--- src/rtl/game_io_hub.sv ---
// Memory-mapped IO hub: debounced per-player controller buttons with sticky press bits,
// rumble/LED outputs and double-buffered sprite words committed on vertical sync.
module game_io_hub #(
    parameter int unsigned NUM_PLAYERS     = 2,
    parameter int unsigned BTN_BITS        = 16,
    parameter int unsigned DEBOUNCE_CYCLES = 1000
) (
    input  logic                            clock,
    input  logic                            reset_btn,
    input  logic [12:0]                     address,
    input  logic [31:0]                     data_in,
    input  logic                            wren,
    output logic [31:0]                     data_out,
    output logic                            io_hit,
    input  logic [NUM_PLAYERS*BTN_BITS-1:0] gpio_in,
    input  logic                            vsync,
    output logic [NUM_PLAYERS-1:0]          gpio_out,
    output logic [64*NUM_PLAYERS-1:0]       sprite_vga
);

    typedef logic [NUM_PLAYERS-1:0][BTN_BITS-1:0] btn_vec_t;
    localparam logic [15:0] CntMax = 16'(DEBOUNCE_CYCLES - 1);

    btn_vec_t                      gpio_s1_q, gpio_s2_q;
    logic                          vsync_s1_q, vsync_s2_q, vsync_prev_q;
    btn_vec_t                      cand_q, cand_d, level_q, level_d, press_q, press_d;
    logic [NUM_PLAYERS-1:0][15:0]  cnt_q, cnt_d;
    logic [NUM_PLAYERS-1:0][63:0]  shadow_q, shadow_d, sprite_q, sprite_d;
    logic [15:0]                   frame_q, frame_d;
    logic [NUM_PLAYERS-1:0]        gpio_out_q, gpio_out_d;
    logic [31:0]                   data_out_q, data_out_d;
    logic [31:0]                   rdata;
    logic [7:0]                    offset;
    logic                          commit;

    assign offset     = address[7:0];
    assign io_hit     = (address[12:8] == 5'h1F);
    assign commit     = vsync_s2_q & ~vsync_prev_q;
    assign data_out   = data_out_q;
    assign gpio_out   = gpio_out_q;
    assign sprite_vga = sprite_q;

    always_comb begin
        cand_d     = cand_q;
        cnt_d      = cnt_q;
        level_d    = level_q;
        press_d    = press_q;
        shadow_d   = shadow_q;
        sprite_d   = sprite_q;
        frame_d    = frame_q;
        gpio_out_d = gpio_out_q;
        rdata      = '0;

        for (int unsigned p = 0; p < NUM_PLAYERS; p++) begin
            // Any change restarts the stability count; level follows once it has held long enough.
            if (gpio_s2_q[p] != cand_q[p]) begin
                cand_d[p] = gpio_s2_q[p];
                cnt_d[p]  = '0;
            end else if (cnt_q[p] == CntMax) begin
                level_d[p] = cand_q[p];
            end else begin
                cnt_d[p] = cnt_q[p] + 16'd1;
            end

            if (offset == 8'(p)) begin
                rdata = 32'(level_q[p]);
            end
            if (offset == 8'(16 + p)) begin
                rdata = 32'(press_q[p]);
                if (io_hit && !wren) begin
                    press_d[p] = '0;
                end
            end
            // A rising edge in the clearing cycle survives the clear.
            press_d[p] = press_d[p] | (level_d[p] & ~level_q[p]);

            if (offset == 8'(32 + 2 * p)) begin
                rdata = shadow_q[p][31:0];
                if (io_hit && wren) begin
                    shadow_d[p][31:0] = data_in;
                end
            end
            if (offset == 8'(33 + 2 * p)) begin
                rdata = shadow_q[p][63:32];
                if (io_hit && wren) begin
                    shadow_d[p][63:32] = data_in;
                end
            end
        end

        if (offset == 8'h40) begin
            rdata = {16'h0000, frame_q};
        end
        if (offset == 8'h41) begin
            rdata = 32'(gpio_out_q);
            if (io_hit && wren) begin
                gpio_out_d = data_in[NUM_PLAYERS-1:0];
            end
        end

        // Commit copies the pre-write shadow, so a colliding write lands next frame.
        if (commit) begin
            sprite_d = shadow_q;
            frame_d  = frame_q + 16'd1;
        end

        data_out_d = io_hit ? rdata : '0;
    end

    always_ff @(posedge clock) begin
        if (!reset_btn) begin
            gpio_s1_q    <= '0;
            gpio_s2_q    <= '0;
            vsync_s1_q   <= 1'b0;
            vsync_s2_q   <= 1'b0;
            vsync_prev_q <= 1'b0;
            cand_q       <= '0;
            cnt_q        <= '0;
            level_q      <= '0;
            press_q      <= '0;
            shadow_q     <= '0;
            sprite_q     <= '0;
            frame_q      <= '0;
            gpio_out_q   <= '0;
            data_out_q   <= '0;
        end else begin
            gpio_s1_q    <= gpio_in;
            gpio_s2_q    <= gpio_s1_q;
            vsync_s1_q   <= vsync;
            vsync_s2_q   <= vsync_s1_q;
            vsync_prev_q <= vsync_s2_q;
            cand_q       <= cand_d;
            cnt_q        <= cnt_d;
            level_q      <= level_d;
            press_q      <= press_d;
            shadow_q     <= shadow_d;
            sprite_q     <= sprite_d;
            frame_q      <= frame_d;
            gpio_out_q   <= gpio_out_d;
            data_out_q   <= data_out_d;
        end
    end

endmodule

--- config.mk ---
export PLATFORM = sky130hd
export DESIGN_NAME = game_io_hub
export DESIGN_NICKNAME = d
export VERILOG_FILES = /design/src/rtl/game_io_hub.sv
export SDC_FILE = /design/constraint.sdc
export NUM_CORES = 1
export LEC_CHECK = 0
export ABC_CLOCK_PERIOD_IN_PS = 4300
export CELL_PAD_IN_SITES_DETAIL_PLACEMENT = 1
export CELL_PAD_IN_SITES_GLOBAL_PLACEMENT = 2
export CORE_UTILIZATION = 36
export DETAILED_ROUTE_END_ITERATION = 10
export PLACE_DENSITY_LB_ADDON = 0.1
export SYNTH_ARGS = -nofsm -noshare
export SYNTH_HDL_FRONTEND = slang
export SYNTH_SLANG_ARGS = --single-unit
--- constraint.sdc ---
create_clock -name clock -period 4.3 [get_ports clock]
set_input_delay 1.29 -clock clock [delete_from_list [all_inputs] [get_ports clock]]
set_output_delay 1.29 -clock clock [all_outputs]
set_load 0.03 [all_outputs]
==> flow_summary.json <==
{
  "first_global_vias": 16700,
  "end_kind": "output port",
  "cts_root_buf": "clkbuf_16",
  "grt_max_degree": 163,
  "fmax_ghz": 0.269,
  "avgSynthCellArea_um2": 8.45,
  "maxSlewViolCount": 0,
  "clk_latency_ps": 600,
  "synth-edff-count": 0,
  "first_iter_violations": 855,
  "slowest_stage": "clkdlybuf4s50_1",
  "crit_path_max_fanout": 5,
  "via_per_inst": 5.17,
  "wl_per_cell_um": 21.2,
  "syn_inst": 2258,
  "power_per_cell_area_mw_per_mm2": 406,
  "cts.path.max_buffers": 3,
  "synth-seq-cells": 501,
  "cts_tree": "done",
  "die_area_mm2": 0.0539,
  "synth_cell_types": 56,
  "ys_seq_area_share_pct": 52.6,
  "setup_tns_ps": 0,
  "run_status": "finished, final reports clean",
  "min_period_ps": 3710,
  "grt_pass1_wl_um": 101000,
  "vias": 16300,
  "tightestPinTransition_ps": 1250,
  "cp-start-kind": "primary input",
  "synthArstFlopShare_pct": 0,
  "ir_worst_vdd_mv": 0.229,
  "max-slew-margin-rel_pct": 16.4,
  "port_buffers": 243,
  "cts_buffers": 54,
  "post_cts_resized": 0,
  "clk_pin_slew_worst_paths_ps": 60,
  "hold_violations": 0,
  "fin_nets": 2518,
  "required_ps": 3010,
  "dp_cells": 3066,
  "setup_viol": 0,
  "synth_nets": 2342,
  "coreArea_mm2": 0.0524,
  "max_cap_viol_count": 0,
  "finalClockSkew_ps": 23.9,
  "n_fill_cell": 6123,
  "die_w_um": 232,
  "cts_hold_buf": 0,
  "die_h_um": 232,
  "antenna_found_initial": 2,
  "final_common_cell": "nand2_1",
  "ios": 244,
  "leakagePower_nw": 8.17,
  "start_util_pct": 36.4,
  "place.gp.congestion": 0.892,
  "post-dp-hpwl_um": 47800,
  "route.detailed.drc": 0,
  "period_share_pct": 86.4,
  "hold_path.class": "reg2reg",
  "drive_gt1_share_pct": 5.83,
  "rows": 84,
  "critical_path_arrival_ps": 2420,
  "synth_warnings": 0,
  "synth_area_mm2": 0.0191,
  "numClockSinks": 501,
  "syn_to_final_growth_pct": 24.3,
  "post_layout_nonfiller_instances": 3162,
  "postRouteAntennaNets": 0,
  "crit_path_max_incr_delay_ps": 450,
  "final_cell_mix": "614 x nand2_1, 501 x dfxtp_1, 314 x a21oi_1",
  "grt_use_total_pct": 24.5,
  "critPathKind": "in2out",
  "rsz0062_at_grt": "no",
  "worstPathCellList": "clkdlybuf4s50_1, and4_1, nand2_1, inv_1, buf_4",
  "gr-total-overflow": 0,
  "firstDrtPassIters": 6,
  "post_cts_buffers": 0,
  "power_w": 0.00964,
  "wl_um": 67000,
  "ys.flop_type": "dfxtp_1",
  "crit_buf_inv": 3,
  "htreeDepth": 2,
  "crit_family": "buffers and inverters"
}
==> Yosys cell counts (14+ instances only) <==
library cell  instances  area [um^2]
nor2_1               56          210
dfxtp_1             501        10000
and2_1              104          651
nand2b_1             30          188
a21oi_1             314         1570
nor4_1               14         87.6
nor3_1               15         75.1
nand2_1             614         2300
nand3_1              57          285
mux2_2               15          169
xnor2_1              14          123
nand4_1              15         93.8
clkbuf_1            110          413
buf_2                34          170
o211a_1              16          160
o21ai_0             116          581
mux2i_1              35          350
xor2_1               61          534
==> flip-flops by register name (all words and copies together) (netlist names) <==
signal        cells
vsync_s2_q        1
cand_q           32
vsync_s1_q        1
level_q          32
shadow_q        128
vsync_prev_q      1
cnt_q            32
gpio_s2_q        32
frame_q          16
sprite_vga      128
gpio_s1_q        32
gpio_out          2
press_q          32
data_out         32
==> worst paths after layout <==
path	from	slack (ps)	depth (start not counted)	end
max reg2reg	cand_q[0]$_SDFFE_PN0P_	1500	5	press_q[12]$_SDFF_PN0_
min reg2reg	gpio_s1_q[7]$_SDFF_PN0_	430	1	gpio_s2_q[7]$_SDFF_PN0_
max	address[11]	590	5	io_hit
min	gpio_s1_q[7]$_SDFF_PN0_	430	1	gpio_s2_q[7]$_SDFF_PN0_
==> cell type report <==
class                      instances  area [um^2]  share of cell area, %
tap                              688          861                   3.63
sequential                       501        10000                   42.3
inverter                          14         60.1                  0.253
clock buffer                      82         1570                   6.61
clock inverter                    12          143                  0.601
multi-input combinational       1585         8320                   35.1
antenna                            2         5.00                 0.0211
timing repair buffer             278         2740                   11.5
==> power by group <==
part	internal [W]	switching, W	total, W
Sequential	0.00468	0.0000244	0.00471
Combinational	0.000134	0.000235	0.000369
Clock	0.00267	0.00189	0.00456
==> cells by family (layout without fill, tap and decap cells) <==
family,count (synthesis),in the layout,synth area share [%]
buffers and inverters,172,386,3.96
flip-flops,501,501,52.6
AO/OA/AOI/OAI,496,496,14.1
XOR/XNOR,75,75,3.44
AND/OR/NAND/NOR,960,960,22.8
other,0,2,0
multiplexers,51,51,2.84
adder cells (fa/ha/maj),3,3,0.197
==> routing by layer <==
layer | up-vias | part of all wire [%] | wire (um) | global-route usage [%]
met5 | - | 0 | 0 | 0
met4 | 0 | 3.2 | 2130 | 8.76
met3 | 87 | 3.5 | 2340 | 3.03
met2 | 308 | 51 | 34100 | 44.3
met1 | 8064 | 42 | 28400 | 29.5
li1 | 7885 | - | - | -
==> stage by stage <==
stage,util [%],cell area (um^2),worst slack [ps],hold WS [ps]
6_report,45.2,23700,586,426
5_1_grt,45.2,23700,522,447
4_1_cts,45.2,23700,608,430
3_5_place_dp,42.0,22000,89.1,421
3_3_place_gp,42.0,22000,149,414
2_1_floorplan,-,19100,1200,412
Power figures use the tool's default switching activity.
